File: config.mk
export PLATFORM = sky130hd
export DESIGN_NAME = pulse_phase_scanner
export DESIGN_NICKNAME = d
export VERILOG_FILES = /design/src/rtl/pulse_phase_scanner.sv
export SDC_FILE = /design/constraint.sdc
export NUM_CORES = 1
export LEC_CHECK = 0
export ABC_AREA = 1
export CAP_MARGIN = 25
export CORE_MARGIN = 10
export CORE_UTILIZATION = 48
export DETAILED_ROUTE_END_ITERATION = 12
export PLACE_DENSITY = 0.72
export SLEW_MARGIN = 10
export SYNTH_ARGS = -nofsm -noshare
export SYNTH_HDL_FRONTEND = slang
export SYNTH_SLANG_ARGS = --single-unit
File: constraint.sdc
create_clock -name CLK40M -period 3.8 [get_ports CLK40M]
set_input_delay 0.38 -clock CLK40M [delete_from_list [all_inputs] [get_ports CLK40M]]
set_output_delay 0.38 -clock CLK40M [all_outputs]
set_load 0.01 [all_outputs]
File: src/rtl/pulse_phase_scanner.sv
// Phase-select sequencer for the 320 MHz pulse generator: walks the enabled
// phases of a latched mask in ascending order, firing nPulse selects per phase.
`timescale 1ns/1ps

module pulse_phase_scanner #(
  parameter int NPULSE_W = 8,
  parameter int GAP_W    = 8
) (
  input  logic                  CLK40M,
  input  logic                  RSTn,
  input  logic                  start,
  input  logic                  abort,
  input  logic [7:0]            phaseMask,
  input  logic [NPULSE_W-1:0]   nPulse,
  input  logic [GAP_W-1:0]      gap,
  output logic [7:0]            s,
  output logic                  fire,
  output logic [2:0]            curPhase,
  output logic [NPULSE_W+2:0]   totalCnt,
  output logic                  busy,
  output logic                  done
);

  localparam logic [1:0] ST_IDLE = 2'd0;
  localparam logic [1:0] ST_FIRE = 2'd1;
  localparam logic [1:0] ST_GAP  = 2'd2;
  localparam logic [1:0] ST_DONE = 2'd3;

  logic [1:0]          state;
  logic [7:0]          mask_q;
  logic [NPULSE_W-1:0] npulse_q;
  logic [GAP_W-1:0]    gap_q;
  logic [GAP_W-1:0]    gap_cnt;
  logic [NPULSE_W-1:0] phase_cnt;

  logic [2:0]          first_phase;
  logic [2:0]          next_phase;
  logic                has_next;
  logic [NPULSE_W-1:0] phase_cnt_inc;
  logic                phase_complete;
  logic [2:0]          fire_phase;

  function automatic logic [7:0] onehot(input logic [2:0] p);
    return 8'h01 << p;
  endfunction

  // Lowest set bit of the incoming mask, and the next set bit of the latched
  // mask strictly above the current phase (descending loops keep the lowest).
  // NOTE: every always_comb output gets a default first so no latch is inferred.
  always_comb begin
    first_phase = 3'd0;
    for (int i = 7; i >= 0; i--) begin
      if (phaseMask[i]) first_phase = 3'(i);
    end
    next_phase = curPhase;
    has_next   = 1'b0;
    for (int i = 7; i >= 0; i--) begin
      if (mask_q[i] && (i > int'(curPhase))) begin
        next_phase = 3'(i);
        has_next   = 1'b1;
      end
    end
  end

  assign phase_cnt_inc  = phase_cnt + 1'b1;
  assign phase_complete = (phase_cnt_inc == npulse_q);
  assign fire_phase     = phase_complete ? next_phase : curPhase;

  // NOTE: sequential state uses non-blocking assignments so every register
  // samples pre-edge values, independent of statement order.
  always_ff @(posedge CLK40M) begin
    if (!RSTn) begin
      state     <= ST_IDLE;
      mask_q    <= '0;
      npulse_q  <= '0;
      gap_q     <= '0;
      gap_cnt   <= '0;
      phase_cnt <= '0;
      s         <= '0;
      fire      <= 1'b0;
      curPhase  <= '0;
      totalCnt  <= '0;
      busy      <= 1'b0;
      done      <= 1'b0;
    end else begin
      // Strobe-like outputs default low; branches raise them as needed.
      s    <= '0;
      fire <= 1'b0;
      busy <= 1'b0;
      done <= 1'b0;

      case (state)
        ST_IDLE: begin
          if (start && !abort) begin
            totalCnt <= '0;
            if (phaseMask != 8'h00) begin
              mask_q    <= phaseMask;
              npulse_q  <= (nPulse == '0) ? NPULSE_W'(1) : nPulse;
              gap_q     <= gap;
              phase_cnt <= '0;
              curPhase  <= first_phase;
              s         <= onehot(first_phase);
              fire      <= 1'b1;
              busy      <= 1'b1;
              state     <= ST_FIRE;
            end else begin
              done  <= 1'b1;
              state <= ST_DONE;
            end
          end
        end

        ST_FIRE: begin
          // The pulse of this cycle has been issued, so it counts even on abort.
          totalCnt <= totalCnt + 1'b1;
          if (abort) begin
            state <= ST_IDLE;
          end else if (phase_complete && !has_next) begin
            phase_cnt <= phase_cnt_inc;
            done      <= 1'b1;
            state     <= ST_DONE;
          end else begin
            if (phase_complete) begin
              curPhase  <= next_phase;
              phase_cnt <= '0;
            end else begin
              phase_cnt <= phase_cnt_inc;
            end
            busy <= 1'b1;
            if (gap_q != '0) begin
              gap_cnt <= gap_q;
              state   <= ST_GAP;
            end else begin
              s     <= onehot(fire_phase);
              fire  <= 1'b1;
              state <= ST_FIRE;
            end
          end
        end

        ST_GAP: begin
          if (abort) begin
            state <= ST_IDLE;
          end else if (gap_cnt <= GAP_W'(1)) begin
            s     <= onehot(curPhase);
            fire  <= 1'b1;
            busy  <= 1'b1;
            state <= ST_FIRE;
          end else begin
            gap_cnt <= gap_cnt - 1'b1;
            busy    <= 1'b1;
          end
        end

        ST_DONE: begin
          state <= ST_IDLE;
        end

        default: begin
          state <= ST_IDLE;
        end
      endcase
    end
  end

endmodule

### Word level (Yosys, flattened, before mapping)

Cells that the tools add are included.
Widths: inputs -> output; s select.

| storage, ports and cells | value |
|---|---|
| output and inout bits | 25 |
| register bits after elaboration | 67 |
| word-level logic and storage cells | 137 |
| input bits | 28 |

| operators by class | value |
|---|---|
| eq/ne operators | 12 |
| shifts and indexed selects | 3 |
| reductions and logical operators | 23 |
| $add $sub $neg | 3 |
| magnitude comparators | 8 |
| multiplexer cells | 76 |

Operators with widths:

| kind | number |
|---|---|
| $mux 8 | 18 |
| $mux 3 | 20 |
| $pmux 8 s2 | 2 |
| $pmux 8 s3 | 1 |
| $shl 1x3->8 const A | 3 |
| $pmux 11 s2 | 1 |
| $mux 1 | 21 |
| $reduce_bool 8->1 | 2 |
| $mux 2 | 7 |
| $ne 2x2->1 const B | 7 |
| $gt 3x3->1 const A | 4 |
| $add 11x1->11 const B | 1 |
| $mux 11 | 1 |
| $logic_and 1x1->1 | 9 |
| $add 8x1->8 const B | 1 |
| $eq 8x8->1 | 1 |
| $le 8x1->1 const B | 1 |
| $logic_not 8->1 | 1 |
| $pmux 2 s4 | 1 |
| $sub 8x1->8 const B | 1 |
| $gt 2x3->1 const A | 2 |
| $pmux 1 s3 | 2 |
| $pmux 3 s2 | 1 |
| $reduce_and 6->1 | 1 |
| 12 further kinds | 16 |

### Logic depth before layout (Yosys ltp)

Gate-level depths: netlist of the first run.

| logic depth | value |
|---|---|
| word-level depth | 15 |
| depth in mapped cells | 16 |
| gate-level depth less buffers | 16 |

### Worst setup path before layout of the first run

OpenSTA, ideal clock, no wires.

| timing path | value |
|---|---|
| path kind | flip-flop to flip-flop |
| from | reg phase_cnt[0] |
| to | reg phase_cnt[7] |
| setup slack | 1.854 ns |
| buffers on the path | 1 |
| data required time | 3.662 ns |
| clock period less this slack | 1.946 ns |
| setup time | 0.138 ns |
| data arrival time | 1.807 ns |
| stages on the path, launching flop included | 16 |
| cell sequence | dfxtp_1 -> ha_1 -> nand2_2 -> clkinv_1 -> nand2_1 -> nand2_1 -> nand2_1 -> nand3_1 -> nor2_2 -> nand3_4 -> inv_4 -> o21ai_2 -> and2_1 -> buf_4 -> nand3_1 -> a21oi_1 |

| on the way | value |
|---|---|
| cells in the longest elaborated chain, start to end | 6 |
| elaborated cells between the ends (all ways) | 7 |
| those cells by class | add/sub: 1; eq/ne: 1; mux: 4; reduce/logical: 1 |

Ends and longest elaborated chain:

| what | line | source |
|---|---|---|
| from (decl) | 34 | `logic [NPULSE_W-1:0] phase_cnt;` |
| from (signal assigned) | 119 | `phase_cnt <= phase_cnt_inc;` |
| from (signal assigned) | 127 | `phase_cnt <= phase_cnt_inc;` |
| $add 8x1->8 (*) | 65 | `assign phase_cnt_inc = phase_cnt + 1'b1;` |
| $eq 8x8->1 | 66 | `assign phase_complete = (phase_cnt_inc == npulse_q);` |
| $mux 8 / $logic_and 1x1->1 (equally long branches) | 123, 118 |  |
| $mux 8 (*) | 118 | `end else if (phase_complete && !has_next) begin` |
| $mux 8 (*) | 116 | `if (abort) begin` |
| $pmux 8 s2 (*) | 92 | `case (state)` |

Every way passes the cells marked *; elsewhere a longest branch is shown, timed or not. The select of a mux whose other input is x is not followed.
A chain may end at the register's enable or synchronous reset.

### Final worst setup path of the first run

| timing path | value |
|---|---|
| from | in abort |
| to | reg npulse_q[6] |

| on the way | value |
|---|---|
| cells in the longest elaborated chain, start to end | 3 |

Ends and longest elaborated chain:

| what | line | source |
|---|---|---|
| from (decl) | 12 | `input logic abort,` |
| $logic_not 1->1 | 94 | `if (start && !abort) begin` |
| $logic_and 1x1->1 | 94 |  |
| $reduce_and 3->1 (no line) | - |  |
| to (signal assigned) | 98 | `npulse_q <= (nPulse == '0) ? NPULSE_W'(1) : nPulse;` |
| to (decl) | 31 | `logic [NPULSE_W-1:0] npulse_q;` |

Every way passes these cells.

==> metrics.txt, run 1 <==
CTS HTree Levels=3; worst r2r src=state[1]$_SDFFE_PN0P_; part of the cycle the worst path needs=0.6863; Place WS=858.9 ps; Hold Path End=gap_q[1]$_SDFFE_PN0P_; die width=107.9 µm; num rows=32; initial antenna violation count=0; status=finished clean; Hold WS=471.4 ps; Synth Instances=557; post-synthesis sequential area ratio=0.3559; power per cell area=458.1 nW/µm²; TritonCTS Sinks=66; DRC viols=0; CTS Buf Count=9; Post-synth EDFFs=0; flop and latch count out of synthesis=66; max-cap violations=0; vias in the first global route=3606; final non-filler cell total=717; area delta synth->final=21.87%; Worst R2R Path Depth=10; hold depth=2; Fill cells=740; Hold WC Path Type=reg -> reg; worst clock skew=10.57 ps; Final Routed Wirelength=9.836 mm; Max Freq=0.3834 GHz; all-layer global routing usage=0.1707; Least-Margin Pin Slew=822.1 ps; gpl congestion=0.8897; GR Layer Usage met1=0.2073; global-route wire length before repair=16.46 mm; RSZ-0062 raised after global routing=no; WP data required=4020 ps; buffer count from post-CTS setup fixing=0; Port Buf Inserts=52; final slew viol count=0; Synth top area share=0.3559; Rel. slew slack=0.4469; Vias=3838; Syn Nets=589; synthesized cell area=3712 µm²; Final ANT Viol Nets=0; Final HPWL DP=7.470 mm; final setup vio count=0; DIE AREA=11650 µm²; Syn Area/Cell=6.665 µm²; wire per inst=13.72 µm; largest net degree at the start of global routing=36; Starting Density=0.4880; share of post-route cells with drive strength above 1=0.1024; most common cell after layout, fill and taps aside=nand2_1; prevailing post-synth register cell=dfxtp_1; Max VDD drop=236.1 µV; clock slew seen by the registers of the worst setup and hold paths=70 ps; CTS Hold Bufs=0; CP max FO=27; GR Layer Usage met2=0.2905; Placed Cells=701; Max Buffers Root-to-Sink=2; drt via density=5.353; Distinct cells, synth=40; top cells by area, synth=dfxtp_1 (36%), nand2_1 (9.6%), a21oi_1 (8.5%), inv_1 (7.3%), nand3_1 (7.1%); FFs w/ async S/R, synth=0; DIE HEIGHT=107.9 µm; min Tclk post-route=2608 ps; Worst Path Arrival=2830 ps; GR peak layer=met2; Fin Setup TNS=0 ps; core area=7607 µm²; Setup WS post-layout=1192 ps; post-cts repair resize count=0; FF-to-FF End=s[3]$_SDFF_PN0_; Starting DRT DRC Count=247; grt total ovfl=0; IO Pins=53; crit path capture type=flip-flop; Worst-Skew Late Latency=350 ps; placed cell area=4319 µm²; reg2reg setup slack=1250 ps; most frequent cells in the layout=nand2_1 (95), inv_1 (72), dfxtp_1 (66); ANT cells=0; leakage=1.807 nW; root buf cell=clkbuf_8; M3 GR Usage=0.04164; Pre-antenna DRT Iters=7; Hold Crit Start=gap_q[1]$_SDFFE_PN0P_; Critical Path Start Type=input port; most area-hungry cell type in the Yosys netlist=dfxtp_1; design area=4524 µm²; YS warnings=0; CTS tree=yes; nets=642; count of final hold-check violations=0; Worst Path Class, Setup=in -> reg
[logic make-up (layout without fill, tap and decap cells)]
logic type	count (synthesis)	after routing	synth area share
xor+xnor	2	2	0.004719
fa+ha+maj	4	4	0.01348
simple gates	262	262	0.3374
buf+inv	96	154	0.1028
flops	66	66	0.3559
compound gates	127	127	0.1857
[worst max path at each step]
stage	from	end	slack, ps	cells past startpoint
after floorplan	phase_cnt[0]$_SDFFE_PN0P_	phase_cnt[7]$_SDFFE_PN0P_	1850	15
after CTS	abort	npulse_q[6]$_SDFFE_PN0P_	1220	10
after detailed placement	abort	npulse_q[6]$_SDFFE_PN0P_	860	10
final	abort	npulse_q[6]$_SDFFE_PN0P_	1190	10
after global routing	abort	npulse_q[7]$_SDFFE_PN0P_	870	10
after global placement	abort	gap_q[1]$_SDFFE_PN0P_	1020	10
[area by class of cell]
| class | count | area [µm²] | area share |
|---|---|---|---|
| inverter | 82 | 310.3 | 0.06858 |
| clock inverter | 4 | 50.05 | 0.01106 |
| clock buffer | 12 | 155.1 | 0.03429 |
| multi-input combinational | 395 | 2009 | 0.4441 |
| tap | 102 | 127.6 | 0.02821 |
| timing repair buffer | 56 | 550.5 | 0.1217 |
| sequential | 66 | 1321 | 0.2920 |
[synth_stat cells, types with 2 or more instances]
master / instances
nor2_2: 7
nor4_1: 4
clkinv_1: 3
o22ai_1: 3
clkbuf_1: 8
nand3_4: 3
o31ai_1: 2
a31oi_1: 2
o21ai_0: 43
o21ai_2: 3
nand3_1: 53
nand3_2: 4
o21ai_1: 2
nand4_1: 11
buf_2: 3
ha_1: 4
inv_2: 6
nor3_1: 10
a21oi_1: 63
dfxtp_1: 66
nand2_1: 95
nor2_1: 57
nor2_4: 3
a21oi_2: 6
nand2_2: 10
inv_1: 72
[metrics by stage]
stage	utilization	total power [mW]
2_1_floorplan	-	1.293
3_3_place_gp	0.5678	1.446
3_5_place_dp	0.5678	1.461
4_1_cts	0.5947	2.072
5_1_grt	0.5947	2.202
6_report	0.5947	2.072
[report_power, final]
group          internal (mW)  total [mW]  switching, mW
Clock                  0.338       0.615          0.277
Sequential             0.760       0.820         0.0601
Combinational          0.223       0.637          0.414
[critical path, stage by stage]
cell and delay [ps]:
clkdlybuf4s50_1 470, inv_1 150, nand2_1 100, nor2_2 210
inv_1 110, nor2_1 110, buf_4 240, clkinv_1 590
o21ai_0 400, a21oi_1 60
[flip-flops by register name, indices dropped and copies added (netlist names)]
register   count
gap_q          8
mask_q         7
fire           1
done           1
totalCnt      11
busy           1
gap_cnt        8
state          2
curPhase       3
s              8
npulse_q       8
phase_cnt      8
[metal layers]
layer | share of wire | vias up | wire length [µm]
met5 | 0 | - | 0
met4 | 0.013 | 0 | 126
met3 | 0.063 | 14 | 615
met2 | 0.49 | 125 | 4807
met1 | 0.44 | 1751 | 4286
li1 | - | 1948 | -
(Power assumes the default switching activity.)
==> run 2, diff against run 1 <==
- clock period: 3.8 -> 2.45 ns (I/O delays scaled with it)
==> metrics.txt, run 2 (same netlist as run 1, synthesis figures left out) <==
M3 GR Usage=0.04105; Rel. slew slack=0.6089; Place WS=-16.96 ps; CTS Buf Count=9; GR Layer Usage met1=0.2058; grt total ovfl=0; Hold WS=449.9 ps; GR Layer Usage met2=0.2698; GR peak layer=met2; Vias=3820; CTS HTree Levels=3; Sequential Area=1321 µm²; buffer count from post-CTS setup fixing=0; Setup WS post-layout=230.7 ps; Worst Path Arrival=2490 ps; num rows=32; Hold Path End=npulse_q[2]$_SDFFE_PN0P_; global-route wire length before repair=16.07 mm; Starting DRT DRC Count=267; largest net degree at the start of global routing=24; Fill cells=700; count of final hold-check violations=0; power per cell area=739.0 nW/µm²; Critical Path Start Type=flip-flop; die width=107.9 µm; DIE AREA=11650 µm²; post-cts repair resize count=0; Placed Cells=708; hold depth=3; nets=649; Worst Path Class, Setup=reg -> reg; placed cell area=4384 µm²; worst clock skew=11.38 ps; CTS Hold Bufs=0; core area=7607 µm²; Worst-Skew Late Latency=360 ps; gpl congestion=0.9317; most frequent cell on the critical path=nand2_2; design area=4634 µm²; max-cap violations=0; status=finished clean; clock slew seen by the registers of the worst setup and hold paths=70 ps; Worst R2R Path Depth=13; Starting Density=0.4880; Final ANT Viol Nets=0; Multi-input gate area=2009 µm²; all-layer global routing usage=0.1679; Pre-antenna DRT Iters=5; CP max FO=6; most common cell after layout, fill and taps aside=nand2_1; ANT cells=0; ordered cell list for the critical path=ha_1 -> nand2_2 -> nor2_2 -> nand2_1 -> nand2_2 -> nand3_2 -> nand2_2 -> nor2_4 -> nand4_1 -> nand3_2 -> nor2_2 -> nand3_1 -> a21oi_1; initial antenna violation count=0; FF-to-FF End=s[7]$_SDFF_PN0_; RSZ-0062 raised after global routing=no; wire per inst=13.11 µm; vias in the first global route=3546; Max VDD drop=312.9 µV; Port Buf Inserts=52; crit path capture type=flip-flop; Hold WC Path Type=in -> reg; WP data required=2720 ps; DIE HEIGHT=107.9 µm; final slew viol count=0; critical path's slowest cell=dfxtp_1; min Tclk post-route=2219 ps; root buf cell=clkbuf_8; drt via density=5.276; part of the cycle the worst path needs=0.9058; slowest cell delay on critical path=430 ps; DRC viols=0; number of flip-flops under the largest register name=11; share of post-route cells with drive strength above 1=0.1141; CTS tree=yes; Final HPWL DP=7.281 mm; Max Freq=0.4506 GHz; Least-Margin Pin Slew=582.8 ps; Max Buffers Root-to-Sink=2; worst r2r src=phase_cnt[0]$_SDFFE_PN0P_; area delta synth->final=24.84%; TritonCTS Sinks=66; reg2reg setup slack=230 ps; Final Routed Wirelength=9.489 mm; IO Pins=53; Hold Crit Start=nPulse[2]; final setup vio count=0; most frequent cells in the layout=nand2_1 (95), inv_1 (72), dfxtp_1 (66); final non-filler cell total=724; Top reg by flops=totalCnt; Power, Total=3.425 mW; leakage=1.877 nW
## run 2: cell types whose count changed in the layout (fill, tap and decap cells not counted), sizes merged
cell,change
clkbuf,-2
buf,+7
inv,+1
clkinvlp,-2
clkinv,+1
bufinv,+2
## run 2: how the worst max path moves through the flow
stage               cells after the start                   endpoint                      start
floorplan                              15  phase_cnt[7]$_SDFFE_PN0P_  phase_cnt[0]$_SDFFE_PN0P_
CTS                                    14  phase_cnt[6]$_SDFFE_PN0P_  phase_cnt[0]$_SDFFE_PN0P_
global placement                       15  totalCnt[10]$_SDFFE_PN0P_                      abort
global route                           13            s[2]$_SDFF_PN0_  phase_cnt[0]$_SDFFE_PN0P_
finish                                 13            s[7]$_SDFF_PN0_  phase_cnt[0]$_SDFFE_PN0P_
detailed placement                     15  totalCnt[10]$_SDFFE_PN0P_                      abort
## run 2: through the flow
| stage | setup TNS (ps) | util |
|---|---|---|
| 3_3_place_gp | 0 | 0.5763 |
| 6_report | 0 | 0.6092 |
| 5_1_grt | 0 | 0.6092 |
| 3_5_place_dp | -16.96 | 0.5763 |
| 2_1_floorplan | 0 | - |
| 4_1_cts | 0 | 0.6092 |
## run 2: where the power goes
part	switching (mW)	leakage [nW]	internal [mW]
logic	0.638	1.21	0.367
registers	0.0870	0.538	1.18
clock network	0.448	0.127	0.707
## run 2: cell type report
| type | count | area share |
|---|---|---|
| multi-input cells | 395 | 0.4336 |
| clock inverters | 6 | 0.02430 |
| flip-flops and latches | 66 | 0.2851 |
| well taps | 102 | 0.02754 |
| repair buffers | 63 | 0.1328 |
| clock buffers | 10 | 0.02970 |
| inverters | 82 | 0.06695 |
## run 2: worst max-delay path, delay by kind of cell, from the launching register on
kind / cells / cell delay [ps]
adder cells (fa/ha/maj): 1 / 240
AO/OA/AOI/OAI: 1 / 150
AND/OR/NAND/NOR: 11 / 1300
flip-flops: 1 / 430
## run 2: metal layers
metal | part of all wire | vias to the layer above | wire (µm)
met5 | 0 | - | 0
li1 | - | 1968 | -
met1 | 0.44 | 1698 | 4155
met3 | 0.069 | 17 | 659
met4 | 0.022 | 0 | 206
met2 | 0.47 | 137 | 4466
==> run 3, diff against run 2 <==
- TNS_END_PERCENT: unset -> 100
==> results of run 3 <==
Same layout as run 2: the final DEF is identical, and so are final timing and power.
